[config.mk]
export PLATFORM = sky130hd
export DESIGN_NAME = prod_accum
export DESIGN_NICKNAME = d
export VERILOG_FILES = /design/src/rtl/prod_accum_pkg.sv /design/src/rtl/prod_accum_dp.sv /design/src/rtl/prod_accum.sv
export SDC_FILE = /design/constraint.sdc
export NUM_CORES = 1
export LEC_CHECK = 0
export ABC_AREA = 1
export CAP_MARGIN = 20
export CORE_ASPECT_RATIO = 0.9
export CORE_UTILIZATION = 40
export CTS_CLUSTER_DIAMETER = 30
export DETAILED_ROUTE_END_ITERATION = 8
export GPL_TIMING_DRIVEN = 0
export PLACE_DENSITY = 0.77
export SLEW_MARGIN = 20
export SYNTH_ARGS = -nofsm -noshare
export SYNTH_HDL_FRONTEND = slang
export SYNTH_SLANG_ARGS = --single-unit
export TNS_END_PERCENT = 10
[constraint.sdc]
create_clock -name Clk -period 3.89 [get_ports Clk]
set_input_delay 0.778 -clock Clk [delete_from_list [all_inputs] [get_ports Clk]]
set_output_delay 0.778 -clock Clk [all_outputs]
set_load 0.005 [all_outputs]
[src/rtl/prod_accum_pkg.sv]
// Shared definitions for the product accumulator: state encoding and default widths.
package prod_accum_pkg;

  localparam int DEF_PROD_W = 8;
  localparam int DEF_ACC_W  = 16;
  localparam int DEF_CNT_W  = 4;

  typedef enum logic [1:0] {
    IDLE = 2'd0,
    ACC  = 2'd1,
    DONE = 2'd2
  } state_t;

endpackage

[src/rtl/prod_accum_dp.sv]
// Accumulator datapath: sum register, zero-extending adder with carry-out,
// sticky overflow flag and the remaining-products down-counter.
module prod_accum_dp #(
  parameter int PROD_W = 8,
  parameter int ACC_W  = 16,
  parameter int CNT_W  = 4
) (
  input  logic              clk,
  input  logic              clr,
  input  logic              load,
  input  logic              acc_en,
  input  logic [CNT_W-1:0]  len,
  input  logic [PROD_W-1:0] prod,
  output logic [ACC_W-1:0]  sum,
  output logic [CNT_W-1:0]  cnt,
  output logic              overflow
);

  localparam logic [CNT_W-1:0] CNT_ONE = CNT_W'(1);

  // One extra bit on the adder carries the wrap-out into the sticky flag.
  logic [ACC_W:0] add_res;
  assign add_res = {1'b0, sum} + {{(ACC_W + 1 - PROD_W){1'b0}}, prod};

  always_ff @(posedge clk) begin
    if (clr) begin
      sum      <= '0;
      cnt      <= '0;
      overflow <= 1'b0;
    end else if (load) begin
      sum      <= '0;
      cnt      <= len;
      overflow <= 1'b0;
    end else if (acc_en) begin
      sum      <= add_res[ACC_W-1:0];
      cnt      <= cnt - CNT_ONE;
      overflow <= overflow | add_res[ACC_W];
    end
  end

endmodule

[src/rtl/prod_accum.sv]
// Product accumulator top: run-control FSM, valid/ready decode and done/busy generation.
// Handshake: a product transfers on a rising edge where prod_valid && prod_ready;
// prod_ready depends on state only, and prod_valid may drop at any time.
module prod_accum
  import prod_accum_pkg::*;
#(
  parameter int PROD_W = DEF_PROD_W,
  parameter int ACC_W  = DEF_ACC_W,
  parameter int CNT_W  = DEF_CNT_W
) (
  input  logic              Clk,
  input  logic              Reset,
  input  logic              start,
  input  logic [CNT_W-1:0]  len,
  input  logic              prod_valid,
  input  logic [PROD_W-1:0] prod,
  output logic              prod_ready,
  output logic [ACC_W-1:0]  sum,
  output logic              done,
  output logic              busy,
  output logic              overflow,
  output logic [1:0]        dbg_state
);

  localparam logic [CNT_W-1:0] CNT_ONE = CNT_W'(1);

  state_t            state_q, state_d;
  logic              load, acc_en;
  logic [CNT_W-1:0]  cnt;

  always_ff @(posedge Clk) begin
    if (Reset) state_q <= IDLE;
    else       state_q <= state_d;
  end

  always_comb begin
    state_d = state_q;
    load    = 1'b0;
    acc_en  = 1'b0;
    case (state_q)
      IDLE: begin
        if (start) begin
          load    = 1'b1;
          state_d = (len != '0) ? ACC : DONE;
        end
      end
      ACC: begin
        if (prod_valid) begin
          acc_en = 1'b1;
          if (cnt == CNT_ONE) state_d = DONE;
        end
      end
      DONE:    state_d = IDLE;
      default: state_d = IDLE;
    endcase
  end

  assign prod_ready = (state_q == ACC);
  assign done       = (state_q == DONE);
  assign busy       = (state_q == ACC) || (state_q == DONE);
  assign dbg_state  = state_q;

  // Reset drives the datapath clear so it outranks load and accumulate.
  prod_accum_dp #(
    .PROD_W (PROD_W),
    .ACC_W  (ACC_W),
    .CNT_W  (CNT_W)
  ) u_dp (
    .clk      (Clk),
    .clr      (Reset),
    .load     (load),
    .acc_en   (acc_en),
    .len      (len),
    .prod     (prod),
    .sum      (sum),
    .cnt      (cnt),
    .overflow (overflow)
  );

endmodule

==> results of run 1 <==
==> cell usage in the layout (no fill, tap or decap), types with 2 or more instances in the layout <==
cell type and instances:
a21oi_1 17, a21oi_2 3, buf_4 2, clkbuf_8 3
clkdlybuf4s50_1 37, dfxtp_1 23, ha_1 13, inv_1 30
inv_2 3, nand2_1 65, nand2_2 4, nand3_1 21
nand3_2 6, nand3b_1 2, nor2_1 30, nor3_1 2
nor4_1 3, o21ai_0 5, xnor2_1 2, xor2_1 3
==> per-layer routing <==
metal	vias up	GRT usage, %
met3	5	3.23
met2	36	28.2
li1	874	-
met1	712	25.5
met4	0	5.61
met5	-	0
==> worst max-delay path: stages <==
cell	delay (ps)
clkdlybuf4s50_1	400
ha_1	240
fa_1	450
nand2_1	100
nand3_1	110
nand3_1	120
a21oi_1	60
nand3b_1	150
nand2_1	60
inv_1	40
==> final timing paths <==
check / start / to / slack (ps)
min reg2reg: u_dp.overflow / u_dp.overflow / 480
max: prod[0] / u_dp.sum[6] / 1570
max reg2reg: u_dp.sum[0] / u_dp.sum[6] / 2150
min: u_dp.overflow / u_dp.overflow / 480
==> state kept, by name, indices dropped and copies added (netlist names) <==
register,count
dbg_state,2
u_dp.sum,16
u_dp.overflow,1
u_dp.cnt,4
==> cell families (layout without fill, tap and decap cells) <==
family | after synthesis | after routing
AND/OR/NAND/NOR | 136 | 136
XOR/XNOR | 5 | 5
flip-flops | 23 | 23
buffers and inverters | 37 | 78
adder cells (fa/ha/maj) | 14 | 14
AO/OA/AOI/OAI | 32 | 32
==> power by group through the flow <==
| stage | Sequential, W | Combinational [W] | Clock (W) |
|---|---|---|---|
| 2_1_floorplan | 0.000264 | 0.000108 | 0 |
| 3_3_place_gp | 0.000264 | 0.000170 | 0 |
| 3_5_place_dp | 0.000265 | 0.000174 | 0 |
| 4_1_cts | 0.000259 | 0.000175 | 0.000167 |
| 5_1_grt | 0.000261 | 0.000196 | 0.000172 |
| 6_report | 0.000259 | 0.000174 | 0.000161 |
==> metrics by stage <==
stage	area [um2]	std cells	power [W]	hold WS (ps)
finish	2110	334	0.000593	482
global route	2110	334	0.000629	518
CTS	2110	334	0.000601	489
detailed placement	2070	330	0.000439	463
global placement	2070	330	0.000435	452
floorplan	1640	247	0.000371	451
==> area by class of cell <==
cell class,instances,area [um2],share of cell area (%)
multi-input combinational,187,1030,48.7
clock buffer,3,41.3,1.95
clock inverter,1,7.51,0.355
buffer,3,20.0,0.947
tap,46,57.6,2.72
sequential,23,460,21.8
timing repair buffer,37,370,17.5
inverter,34,128,6.04
==> out/metrics.cfg, run 1 <==
[status]
outcome=completed

[timing]
min_period_over_period_pct=59.8
relSlewSlack_pct=76.9
drv_slew=0
fin_ws_ps=1570
fmax_mhz=430
setup-tns-final_ps=0
setup_viol=0
hold_viol=0
rsz0062_at_grt=false
min_period_ps=2320
skew_ps=5.12
worst_pin_slew_ps=343

[layout]
fin_util_pct=55.5
area_delta_synth_final_pct=29.1
nets=319
drive_gt1_share_pct=9.38
fill_cells=360
diodes=0

[clocking]
h-tree-depth=1
ctsHoldBuffers=0
clkSlewWorstSetupHoldPaths_ps=90
cts-root-buf=clkbuf_8
cts_buffers=3
postCtsSetupRepairBufs=0
cts_resized=0
clock_latency_ps=280
clock-sinks=23
cts_tree=yes
clockBufferDepth=2

[routing]
drt-met1-wl_mm=1.85
route.met3.wl_um=196
drcViolationCount=0
vias=1627
wl_per_cell_um=11.2
dr_wl_met2_mm=1.66
ant_nets=0
initialDrtViolationCount=71
drt-total-wl_mm=3.75
firstDrtPassIters=4
vias_per_cell=4.87
maxUsedRoutingLayer=met4

[floorplan]
die_x_um=69.5
ios=38
rows=21
die_h_um=62.7
dieArea_um2=4350
core_area_um2=3810
start_util_pct=43.0

[synth]
yosys-top-cells-count=nand2_1, inv_1, nor2_1, dfxtp_1, nand3_1
synth_seq_cells=23
yosys.area.top_type_share_pct=28.1
yosys.area_share.simple_pct=37.5
synthArstFlopShare_pct=0
synthFlopType=dfxtp_1
synth_area_per_cell_um2=6.63
yosys_warnings=0
yosys-top-cells-area=dfxtp_1, nand2_1, ha_1
synth_xor_xnor_area_share_pct=2.67
synth.most_common_cell=nand2_1
syn_area_um2=1640
synth_top_family_by_area=simple AND/OR/NAND/NOR gates
syn_nets=277
yosys.area_share.adder_pct=11.2
synth.largest_area_cell=dfxtp_1
ys_types=31
ys_seq_area_share_pct=28.1
synth_compound_area_share_pct=11.5
synth_edf_count=0
synth_cells=247
synthMuxAreaShare_pct=0

[global_route]
first_global_vias=1463
overflow=0
grt_antenna_before_repair=0
grt_pass1_wl_mm=6.44
grt_max_degree=15
grt_usage_pct=18.2

[min_path]
whs_path_depth=2
hold_path.class=reg2reg

[power]
combPwrFrac_pct=29.3
power_frac_clock_pct=27.1
pwr-share-seq_pct=43.6
p_leak_nw=0.947
peakVddDrop_v=0.000204
p_per_area_nw_per_um2=281
netSwitchingFraction_pct=32.4
power.net_switching_w=0.000192
power.internal_w=0.000401

[worst_setup_path]
startpoint_type=primary input
r2r_cells=9
arrival_ps=2510
required_ps=4070
path_max_fanout=3
end_kind=flop
critical_path_class=in2reg

[place]
port_buffers=37
pre_cts_slack_ps=1260
dpl.hpwl_mm=2.96
gp_congestion=0.847

[job]
drv_cap=0

Power figures use the tool's default switching activity.
==> run 2: changes to the inputs <==
PLACE_DENSITY = 0.8   (was 0.77)
clock period = 1.9 ns   (was 3.89 ns; I/O delays follow)
==> run 2 against run 1 <==
Against the previous run:
- clock power increased by 94%
- sequential share of layout area decreased by 0.061 points
- via count increased by 2.5%
- global-route usage increased by 0.96 points
- non-clock buffer count stayed put
- setup slack worse by 1500 ps
- core utilization grew 0.46 points
- design area up 0.83%
- hold slack improved by 1.3 ps
- critical path type unchanged
- highest routed layer unchanged
==> out/metrics.cfg, run 2 (synthesis results as in run 1) <==
[floorplan]
rows=21  ; unchanged
ios=38  ; unchanged
die_x_um=69.5  ; unchanged
dieArea_um2=4350  ; unchanged
start_util_pct=43.0  ; unchanged
core_area_um2=3810  ; unchanged
die_h_um=62.7  ; unchanged

[layout]
area_delta_synth_final_pct=30.2
largest_register_ffs=16  ; unchanged
nets=319  ; unchanged
fin_cells=334  ; unchanged
drive_gt1_share_pct=10.8  ; +1.4 points
fill_cells=355  ; -1.4%
final_cell_area_um2=2130  ; +0.83%
final_cell_mix=nand2_1, clkdlybuf4s50_1, inv_1, nor2_1
fin_util_pct=56.0  ; +0.46 points
layout_commonest_cell=nand2_1
top_register=u_dp.sum
diodes=0  ; unchanged

[power]
power.net_switching_w=0.000381  ; +98%
peakVddDrop_v=0.000282  ; +38%
power.internal_w=0.000823  ; +110%
pwr-share-seq_pct=44.2  ; +0.6 points
power_frac_clock_pct=26.0  ; -1.1 points
p_per_area_nw_per_um2=565  ; +100%
p_leak_nw=0.960  ; +1.4%
netSwitchingFraction_pct=31.6  ; -0.77 points
combPwrFrac_pct=29.9  ; +0.6 points

[min_path]
hold_path_end=dbg_state[0]
hold_path.class=reg2reg
hold_start=dbg_state[0]
whs_path_depth=2  ; unchanged

[status]
outcome=completed

[routing]
drt-total-wl_mm=3.90  ; +4.1%
drcViolationCount=0  ; unchanged
vias_per_cell=4.99  ; +2.5%
initialDrtViolationCount=71  ; unchanged
vias=1668  ; +2.5%
ant_nets=0  ; unchanged
wl_per_cell_um=11.7  ; +4.1%
firstDrtPassIters=4  ; unchanged

[clocking]
postCtsSetupRepairBufs=0  ; unchanged
cts-root-buf=clkbuf_8
cts_buffers=3  ; unchanged
clock-sinks=23  ; unchanged
clock_latency_ps=270  ; about the same
clockBufferDepth=2  ; unchanged
h-tree-depth=1  ; unchanged
ctsHoldBuffers=0  ; unchanged
clkSlewWorstSetupHoldPaths_ps=80  ; about the same
cts_tree=yes

[place]
placed_cells=330  ; unchanged
dpl.hpwl_mm=3.03  ; +2.4%
gp_congestion=0.881  ; +4.0%
port_buffers=37  ; unchanged
dpl-instance-area_um2=2070  ; unchanged

[worst_setup_path]
r2r_cells=9  ; unchanged
end_kind=flop
path_max_fanout=3  ; unchanged
arrival_ps=2000  ; -510 ps
startpoint_type=primary input
r2r-end=u_dp.sum[6]
ff2ff_setup_slack_ps=290  ; -1860 ps
r2r_start=u_dp.sum[0]
required_ps=2070  ; -2000 ps
critical_path_class=in2reg

[global_route]
grt_usage_pct=19.1  ; +0.96 points
grt_antenna_before_repair=0  ; unchanged
grt_max_degree=13  ; -2
first_global_vias=1544  ; +5.5%
overflow=0  ; unchanged
grt_pass1_wl_mm=6.75  ; +4.7%

[job]
drv_cap=0  ; unchanged

[timing]
hold_viol=0  ; unchanged
min_period_ps=1830
drv_slew=0  ; unchanged
setup-tns-final_ps=0  ; unchanged
worst_pin_slew_ps=353  ; +10.1 ps
rsz0062_at_grt=true
skew_ps=0.868  ; -4.25 ps
min_period_over_period_pct=96.1
relSlewSlack_pct=76.2  ; -0.68 points
holdWs_ps=483  ; +1.31 ps
setup_viol=0  ; unchanged
fmax_mhz=548

## run 2: cell types whose count changed in the layout (fill, tap and decap cells not counted), sizes merged
cell,delta
clkinvlp,-1
dlymetal6s2s,+1
clkdlybuf4s50,-1
clkbuf,+1
## run 2: worst max path at each step
stage / end / slack (ps) / cells past startpoint / start
floorplan: u_dp.sum[6] / 250 / 9 / prod[0]
global placement: u_dp.overflow / -280 / 9 / prod[0]
detailed placement: u_dp.sum[8] / -320 / 9 / prod[0]
CTS: busy / 20 / 3 / dbg_state[1]
global route: u_dp.sum[6] / -20 / 10 / prod[0]
finish: u_dp.sum[6] / 70 / 10 / prod[0]
## run 2: layer usage
layer	track usage (%)	part of all wire [%]	vias up	routed length, um
met4	4.85	0.69	0	27
met1	25.1	49	748	1920
li1	-	-	879	-
met2	31.9	46	39	1790
met5	0	0	-	0
met3	3.87	4.1	2	161
## run 2: cell type report
cell class,count,area (um2),share of cell area [%]
multi-input combinational,187,1050,49.1
buffer,3,20.0,0.939
clock buffer,4,45.0,2.11
tap,46,57.6,2.70
sequential,23,463,21.7
timing repair buffer,37,373,17.5
inverter,34,128,5.99
## run 2: power by group through the flow
stage                     Combinational, W  Clock (W)  Sequential, W
final                             0.000360   0.000313       0.000532
after global routing              0.000407   0.000344       0.000537
after CTS                         0.000360   0.000326       0.000531
after detailed placement          0.000357          0       0.000542
after global placement            0.000348          0       0.000541
after floorplan                   0.000221          0       0.000539
## run 2: worst max-delay path, cell delays in order
cell and delay [ps]:
clkdlybuf4s50_1 410, ha_2 210, fa_2 380, nand2_1 80
nand3_1 100, nand3_1 110, a21oi_1 70, nand3b_1 160
nand2_1 60, inv_1 30
## run 2: stage by stage
step | total power (W) | setup slack [ps]
4_1_cts | 0.00122 | 20.8
3_5_place_dp | 0.000898 | -322
2_1_floorplan | 0.000760 | 246
3_3_place_gp | 0.000889 | -282
6_report | 0.00120 | 74.6
5_1_grt | 0.00129 | -16.4
## run 2: repair_timing
| item | 4_1_cts | 5_1_grt |
|---|---|---|
| gates resized for setup | 2 | 5 |
| setup endpoints to repair | 4 | 6 |
| cloned | 0 | 0 |
| pin swaps | 0 | 2 |
